File: src/rtl/mux_stream_rr_pkg.sv
`default_nettype none
// ============================================================================
// mux_stream_pkg : shared mode encoding and counter width for mux_stream_rr
// Rev 1.0 - initial release
// ============================================================================
package mux_stream_pkg;

  typedef enum logic {
    MUX_MODE_SEL = 1'b0,
    MUX_MODE_RR  = 1'b1
  } mux_mode_e;

  localparam int MUX_COUNT_W = 32;

endpackage
`default_nettype wire

File: src/rtl/mux_stream_rr_if.sv
`default_nettype none
// ============================================================================
// mux_stream_rr_if : N-channel input streams, select controls and output stream
// Rev 1.0 - initial release
// ============================================================================
interface mux_stream_rr_if
  import mux_stream_pkg::*;
#(
  parameter int WIDTH    = 8,
  parameter int CHANNELS = 8
);
  localparam int SEL_W = $clog2(CHANNELS);

  logic [CHANNELS*WIDTH-1:0] in_data_i;
  logic [CHANNELS-1:0]       in_valid_i;
  logic [CHANNELS-1:0]       in_ready_o;
  mux_mode_e                 mode_i;
  logic [SEL_W-1:0]          select_i;
  logic [WIDTH-1:0]          out_data_o;
  logic                      out_valid_o;
  logic                      out_ready_i;
  logic [SEL_W-1:0]          grant_o;

  // Slave is the multiplexer; master drives producers and the consumer.
  modport slave (
    input  in_data_i, in_valid_i, mode_i, select_i, out_ready_i,
    output in_ready_o, out_data_o, out_valid_o, grant_o
  );

  modport master (
    output in_data_i, in_valid_i, mode_i, select_i, out_ready_i,
    input  in_ready_o, out_data_o, out_valid_o, grant_o
  );

endinterface
`default_nettype wire

File: src/rtl/mux_stream_rr_arbiter.sv
`default_nettype none
// ============================================================================
// rr_arbiter : combinational round-robin pick, first request at or above ptr
// Rev 1.0 - initial release
// ============================================================================
module rr_arbiter #(
  parameter  int CHANNELS = 8,
  localparam int SEL_W    = $clog2(CHANNELS)
) (
  input  logic [CHANNELS-1:0] req_i,
  input  logic [SEL_W-1:0]    ptr_i,
  output logic [CHANNELS-1:0] gnt_o,
  output logic [SEL_W-1:0]    idx_o,
  output logic                any_o
);

  localparam logic [SEL_W:0]      C_CH  = (SEL_W+1)'(CHANNELS);
  localparam logic [CHANNELS-1:0] C_ONE = CHANNELS'(1);

  logic [SEL_W:0] pos;

  always_comb begin
    idx_o = '0;
    any_o = 1'b0;
    pos   = '0;
    // Extra bit on pos keeps ptr+i from overflowing before the wrap.
    for (int i = 0; i < CHANNELS; i++) begin
      pos = {1'b0, ptr_i} + (SEL_W+1)'(i);
      if (pos >= C_CH) pos = pos - C_CH;
      if (!any_o && (pos < C_CH) && req_i[pos[SEL_W-1:0]]) begin
        any_o = 1'b1;
        idx_o = pos[SEL_W-1:0];
      end
    end
    gnt_o = any_o ? (C_ONE << idx_o) : '0;
  end

endmodule
`default_nettype wire

File: src/rtl/mux_stream_rr.sv
`default_nettype none
// ============================================================================
// mux_stream_rr : N-channel stream mux, explicit select or round-robin, with
// one registered output stage. Optional MUX_STREAM_COUNT_EN adds xfer_count_o.
// Rev 1.0 - initial release
// ============================================================================
module mux_stream_rr
  import mux_stream_pkg::*;
#(
  parameter  int WIDTH    = 8,
  parameter  int CHANNELS = 8,
  localparam int SEL_W    = $clog2(CHANNELS)
) (
  input  logic           clk_i,
  input  logic           rst_n_i,
  mux_stream_rr_if.slave bus
`ifdef MUX_STREAM_COUNT_EN
  ,
  output logic [MUX_COUNT_W-1:0] xfer_count_o
`endif
);

  localparam logic [SEL_W:0]      C_CH   = (SEL_W+1)'(CHANNELS);
  localparam logic [SEL_W-1:0]    C_LAST = SEL_W'(CHANNELS-1);
  localparam logic [CHANNELS-1:0] C_ONE  = CHANNELS'(1);

  logic [WIDTH-1:0]    ch_data [CHANNELS];
  logic [CHANNELS-1:0] rr_gnt;
  logic [SEL_W-1:0]    rr_idx;
  logic                rr_any;
  logic                sel_req;
  logic                cand;
  logic                load_en;
  logic [SEL_W-1:0]    chosen;
  logic [CHANNELS-1:0] ready_vec;

  logic                valid_q, valid_d;
  logic [WIDTH-1:0]    data_q,  data_d;
  logic [SEL_W-1:0]    grant_q, grant_d;
  logic [SEL_W-1:0]    ptr_q,   ptr_d;

  for (genvar g = 0; g < CHANNELS; g++) begin : g_unpack
    assign ch_data[g] = bus.in_data_i[g*WIDTH +: WIDTH];
  end

  rr_arbiter #(
    .CHANNELS (CHANNELS)
  ) u_arb (
    .req_i (bus.in_valid_i),
    .ptr_i (ptr_q),
    .gnt_o (rr_gnt),
    .idx_o (rr_idx),
    .any_o (rr_any)
  );

  always_comb begin
    sel_req = ({1'b0, bus.select_i} < C_CH) && bus.in_valid_i[bus.select_i];
    load_en = !valid_q || bus.out_ready_i;

    if (bus.mode_i == MUX_MODE_RR) begin
      chosen    = rr_idx;
      cand      = rr_any;
      ready_vec = rr_gnt;
    end else begin
      chosen    = bus.select_i;
      cand      = sel_req;
      ready_vec = sel_req ? (C_ONE << bus.select_i) : '0;
    end

    valid_d = valid_q;
    data_d  = data_q;
    grant_d = grant_q;
    ptr_d   = ptr_q;
    if (load_en) begin
      if (cand) begin
        valid_d = 1'b1;
        data_d  = ch_data[chosen];
        grant_d = chosen;
        if (bus.mode_i == MUX_MODE_RR) begin
          ptr_d = (chosen == C_LAST) ? '0 : chosen + SEL_W'(1);
        end
      end else begin
        valid_d = 1'b0;
      end
    end
  end

  always_ff @(posedge clk_i) begin
    if (!rst_n_i) begin
      valid_q <= 1'b0;
      data_q  <= '0;
      grant_q <= '0;
      ptr_q   <= '0;
    end else begin
      valid_q <= valid_d;
      data_q  <= data_d;
      grant_q <= grant_d;
      ptr_q   <= ptr_d;
    end
  end

  assign bus.in_ready_o  = load_en ? ready_vec : '0;
  assign bus.out_data_o  = data_q;
  assign bus.out_valid_o = valid_q;
  assign bus.grant_o     = grant_q;

`ifdef MUX_STREAM_COUNT_EN
  logic [MUX_COUNT_W-1:0] xfer_cnt_q, xfer_cnt_d;

  always_comb begin
    xfer_cnt_d = xfer_cnt_q;
    if (valid_q && bus.out_ready_i && (xfer_cnt_q != {MUX_COUNT_W{1'b1}})) begin
      xfer_cnt_d = xfer_cnt_q + MUX_COUNT_W'(1);
    end
  end

  always_ff @(posedge clk_i) begin
    if (!rst_n_i) xfer_cnt_q <= '0;
    else          xfer_cnt_q <= xfer_cnt_d;
  end

  assign xfer_count_o = xfer_cnt_q;
`endif

endmodule
`default_nettype wire
File: src/flat_wrapper.sv
// flat-port wrapper written by rule: the top's interface ports become plain ports
module mux_stream_rr_flat import mux_stream_pkg::*;
#(
  parameter  int WIDTH    = 8,
  parameter  int CHANNELS = 8,
  localparam int SEL_W    = $clog2(CHANNELS)
)
  (clk_i, rst_n_i, bus_in_data_i, bus_in_valid_i, bus_mode_i, bus_select_i, bus_out_ready_i, bus_in_ready_o, bus_out_data_o, bus_out_valid_o, bus_grant_o);
  mux_stream_rr_if #(.WIDTH(WIDTH), .CHANNELS(CHANNELS)) bus_i ();
  input  logic clk_i;
  input  logic rst_n_i;
  input wire logic [$bits(bus_i.in_data_i)-1:0] bus_in_data_i;
  input wire logic [$bits(bus_i.in_valid_i)-1:0] bus_in_valid_i;
  input wire logic [$bits(bus_i.mode_i)-1:0] bus_mode_i;
  input wire logic [$bits(bus_i.select_i)-1:0] bus_select_i;
  input wire logic [$bits(bus_i.out_ready_i)-1:0] bus_out_ready_i;
  output wire logic [$bits(bus_i.in_ready_o)-1:0] bus_in_ready_o;
  output wire logic [$bits(bus_i.out_data_o)-1:0] bus_out_data_o;
  output wire logic [$bits(bus_i.out_valid_o)-1:0] bus_out_valid_o;
  output wire logic [$bits(bus_i.grant_o)-1:0] bus_grant_o;
  assign bus_i.in_data_i = bus_in_data_i;
  assign bus_i.in_valid_i = bus_in_valid_i;
  assign bus_i.mode_i = bus_mode_i;
  assign bus_i.select_i = bus_select_i;
  assign bus_i.out_ready_i = bus_out_ready_i;
  assign bus_in_ready_o = bus_i.in_ready_o;
  assign bus_out_data_o = bus_i.out_data_o;
  assign bus_out_valid_o = bus_i.out_valid_o;
  assign bus_grant_o = bus_i.grant_o;
  mux_stream_rr #(.WIDTH(WIDTH), .CHANNELS(CHANNELS)) u_core (.clk_i(clk_i), .rst_n_i(rst_n_i), .bus(bus_i));
endmodule
File: config.mk
export PLATFORM = sky130hd
export DESIGN_NAME = mux_stream_rr_flat
export DESIGN_NICKNAME = d
export VERILOG_FILES = /design/src/rtl/mux_stream_rr_pkg.sv /design/src/rtl/mux_stream_rr_if.sv /design/src/rtl/mux_stream_rr_arbiter.sv /design/src/rtl/mux_stream_rr.sv /design/src/flat_wrapper.sv
export SDC_FILE = /design/constraint.sdc
export NUM_CORES = 1
export LEC_CHECK = 0
export ABC_AREA = 0
export ABC_CLOCK_PERIOD_IN_PS = 14200
export CAP_MARGIN = 10
export CORE_MARGIN = 2
export CORE_UTILIZATION = 40
export DETAILED_ROUTE_END_ITERATION = 7
export GPL_TIMING_DRIVEN = 0
export PLACE_DENSITY = 0.7
export RECOVER_POWER = 100
export SYNTH_ARGS = -nofsm -noshare
export SYNTH_HDL_FRONTEND = slang
export SYNTH_SLANG_ARGS = --single-unit
File: constraint.sdc
create_clock -name clk_i -period 14.2 [get_ports clk_i]
set_clock_uncertainty 0.05 [all_clocks]
set_input_delay 4.26 -clock clk_i [delete_from_list [all_inputs] [get_ports clk_i]]
set_output_delay 4.26 -clock clk_i [all_outputs]
set_load 0.02 [all_outputs]
==> out/qor.yml <==
clock_tree:
  clock_latency_ns: 0.24
  cts.htree.levels: 1
  cts_buffers: 3
  cts_tree: "built"
  cts-root-buf: "sky130_fd_sc_hd__clkbuf_8"
  cts-resized-gates: 0
  tritoncts_num_sinks: 15
  postCtsSetupBuffers: 0
  ctsLongestPathBuffers: 2
  cts.clk_slew.worst_paths_ns: 0.06
  post_cts_hold_buffer_count: 0
critical_path:
  cpMaxStageDelayCell: "sky130_fd_sc_hd__dlygate4sd3_1"
  end_kind: "output pin"
  path_cells: "dlygate4sd3_1 -> clkbuf_1 -> mux4_1 -> mux2_1 -> or4_1 -> nor3_1 -> o31a_1 -> nor2b_1 -> a32oi_1 -> nor2_1 -> dlygate4sd3_1"
  critPathRequiredTime_ns: 9.89
  critical_path.most_common_cell: "sky130_fd_sc_hd__dlygate4sd3_1"
  cp_top_family: "buffers and inverters"
  slowest_delay_ns: 0.68
  worstPathArrival_ns: 8.23
  setup.reg_to_reg.worst_slack_ns: 8.52
  timing.critical_path.from_type: "primary input"
  path_buf_inv: 3
  timing.setup.critical_path_class: "in2out"
  crit_path_max_fanout: 10
yosys:
  synth.cells.most_frequent: "sky130_fd_sc_hd__mux2i_1 (31), sky130_fd_sc_hd__nor2_1 (31), sky130_fd_sc_hd__mux2_2 (25), sky130_fd_sc_hd__o22ai_1 (19), sky130_fd_sc_hd__a222oi_1 (16)"
  synth.largest_area_cell: "sky130_fd_sc_hd__mux4_2"
  synth_top_area_share: 0.115
  yosys_warnings: 0
  synth_top_family_by_area: "multiplexers"
  synth-edff-count: 0
  synthSimpleGateAreaFrac: 0.160
  synthCells: 304
  synth_seq_cells: 15
  mappedNetlistArea_sq_um: 2750
  post_synth_net_total: 388
  postSynthAreaPerCell_sq_um: 9.03
  asyncSetResetFlopFracSynth: 0
  synth_area_leaders: "sky130_fd_sc_hd__mux4_2 (11%), sky130_fd_sc_hd__mux2i_1 (11%), sky130_fd_sc_hd__dfxtp_1 (11%)"
  synthAdderAreaFrac: 0.0228
  post_synth_xor_area_fraction: 0.00912
  synth_ff_type: "sky130_fd_sc_hd__dfxtp_1"
  compound_cell_area_share_of_the_yosys_netlist: 0.258
  synth.mux.area_fraction: 0.376
  yosysUniqueCellTypes: 59
  synth-seq-area-share: 0.109
job:
  drv_cap: 0
final_layout:
  layout-area-overhead-vs-synth_pct: 39.2
  nNetsFinal: 489
  drive_above_1_share: 0.151
  design_area_sq_um: 3820
  diodes: 0
pwr:
  power.density_nw_per_um2: 110
  p_int_mw: 0.222
  leakagePower_nw: 1.55
  power.share.sequential: 0.138
  fraction_of_power_spent_switching_nets: 0.471
  total_power_draw_mw: 0.419
  max-vdd-ir-drop_uv: 53.5
  power.clock.fraction: 0.081
  net-switching-power_mw: 0.197
  combinational_share_of_power: 0.782
timing:
  setup_repair_after_global_routing_missed_its_margin: "no"
  postLayoutSetupSlackWorst_ns: 1.66
  setup_viol_count_final: 0
  finalSetupTns_ns: 0
  max_slew_margin: 0.493
  worstMarginPinSlew_ns: 0.752
  fmax_mhz: 79.7
  report.final.slew_viol_count: 0
  report.final.hold_viol_count: 0
  finalCriticalPeriod_ns: 12.54
  fin_hold_ws_ns: 0.404
  final_period_util: 0.883
min_path:
  worstHoldPathType: "reg2reg"
grt:
  gr-max-usage-layer: "met2"
  grt_start_max_net_pins: 11
  grt_util_met2: 0.376
  grt_use_met3: 0.0295
  met1_usage: 0.338
  grt.total_usage: 0.239
  via_count_of_the_first_global_routing_pass: 2865
  grt_antenna_before_repair: 0
  grt_remaining_overflow: 0
  grt_first_pass_wirelength_um: 14500
placed_design:
  count_of_buffers_inserted_at_the_top_level_ports: 96
  routabilityCongestion: 0.910
  dp_slack_ns: 1.93
  hpwl_um: 7050
  placedInstanceArea_sq_um: 3810
drt:
  vias_per_cell: 6.23
  postRouteWirelength_um: 8900
  route.detailed.drc: 0
  avgRoutedWirePerCell_um: 18.4
  detail-route-antenna-nets: 0
  detailroute.via_count: 3015
  drt-pass1-iter-count: 8
  drt-initial-drc-count: 279
status:
  status: "complete, no violations"
floorplan:
  placement_rows: 30
  initial_utilization: 0.409
  fp.dieArea_sq_um: 7540
  core_sq_um: 6720
  ioPinCount: 99
  chip_width_um: 86.8
  fp.dieH_um: 86.8
kinds of logic after synthesis:
group	after synthesis
buffers and inverters	35
flip-flops	15
adder cells (fa/ha/maj)	5
multiplexers	76
XOR/XNOR	2
AO/OA/AOI/OAI	86
AND/OR/NAND/NOR	85
power by group through the flow:
stage | clock network, mW | logic, mW | registers [mW]
after floorplan | 0 | 0.227 | 0.0679
after global placement | 0 | 0.330 | 0.0582
after detailed placement | 0 | 0.334 | 0.0589
after CTS | 0.0343 | 0.335 | 0.0582
after global routing | 0.0360 | 0.354 | 0.0593
final | 0.0338 | 0.327 | 0.0576
cell type report:
| class | instances | area, sq um |
|---|---|---|
| Fill cell | 649 | 2900 |
| Multi-Input combinational cell | 254 | 2250 |
| Timing Repair Buffer | 96 | 961 |
| Sequential cell | 15 | 300 |
| Buffer | 24 | 120 |
| Tap cell | 80 | 100 |
| Clock buffer | 4 | 45.0 |
| Inverter | 11 | 41.3 |
flip-flops by register name, summed over array words and instances (netlist names):
signal                  cells
u_core.bus.grant_o          3
u_core.bus.out_data_o       8
u_core.bus.out_valid_o      1
u_core.ptr_q                3
final timing paths:
kind | endpoint | depth (start not counted) | start
min | u_core.bus.out_data_o[7] | 1 | u_core.bus.out_data_o[7]
max reg2reg | u_core.ptr_q[1] | 19 | u_core.ptr_q[1]
min reg2reg | u_core.bus.out_data_o[7] | 1 | u_core.bus.out_data_o[7]
max | bus_in_ready_o[7] | 11 | bus_in_valid_i[2]
stage by stage:
stage                     utilization  instances
after floorplan                     -        304
final                           0.569        484
after CTS                       0.573        484
after global routing            0.569        484
after global placement          0.566        480
after detailed placement        0.566        480
placed cells by master, fill, tap and decap left out, drive strengths merged, types with 2 or more instances in the layout:
cell type / synthesis / layout
a22oi: 4 / 4
clkdlybuf4s50: 0 / 75
a32o: 2 / 2
a222oi: 16 / 16
a31oi: 3 / 3
nand3: 4 / 4
a211o: 8 / 8
a21oi: 12 / 12
nand2: 10 / 10
buf: 11 / 9
inv: 10 / 10
ha: 5 / 5
a32oi: 5 / 5
mux2: 26 / 26
a21o: 3 / 3
nand3b: 3 / 3
or4: 2 / 2
dlygate4sd3: 0 / 21
nor4: 2 / 2
xnor2: 2 / 2
mux4: 17 / 17
nor3: 7 / 7
and2: 9 / 9
o21ai: 4 / 4
nor2: 31 / 31
clkbuf: 13 / 19
nand4: 5 / 5
mux2i: 33 / 33
dfxtp: 15 / 15
o22ai: 19 / 19
nand2b: 2 / 2
nor2b: 6 / 6
routing by layer:
| layer | part of all wire | vias up | wire length (um) |
|---|---|---|---|
| met2 | 0.47 | 137 | 4170 |
| li1 | - | 1440 | - |
| met1 | 0.45 | 1425 | 4010 |
| met3 | 0.066 | 13 | 585 |
| met5 | 0 | - | 0 |
| met4 | 0.016 | 0 | 139 |
worst reg2reg max path, delay by kind of cell, from the launching register on:
kind                     cells  cell delay [ns]
AO/OA/AOI/OAI                2             0.24
flip-flops                   1             0.33
multiplexers                 3             1.29
AND/OR/NAND/NOR              4             0.61
buffers and inverters        7             2.40
adder cells (fa/ha/maj)      3             0.72
(Power assumes the default switching activity.)
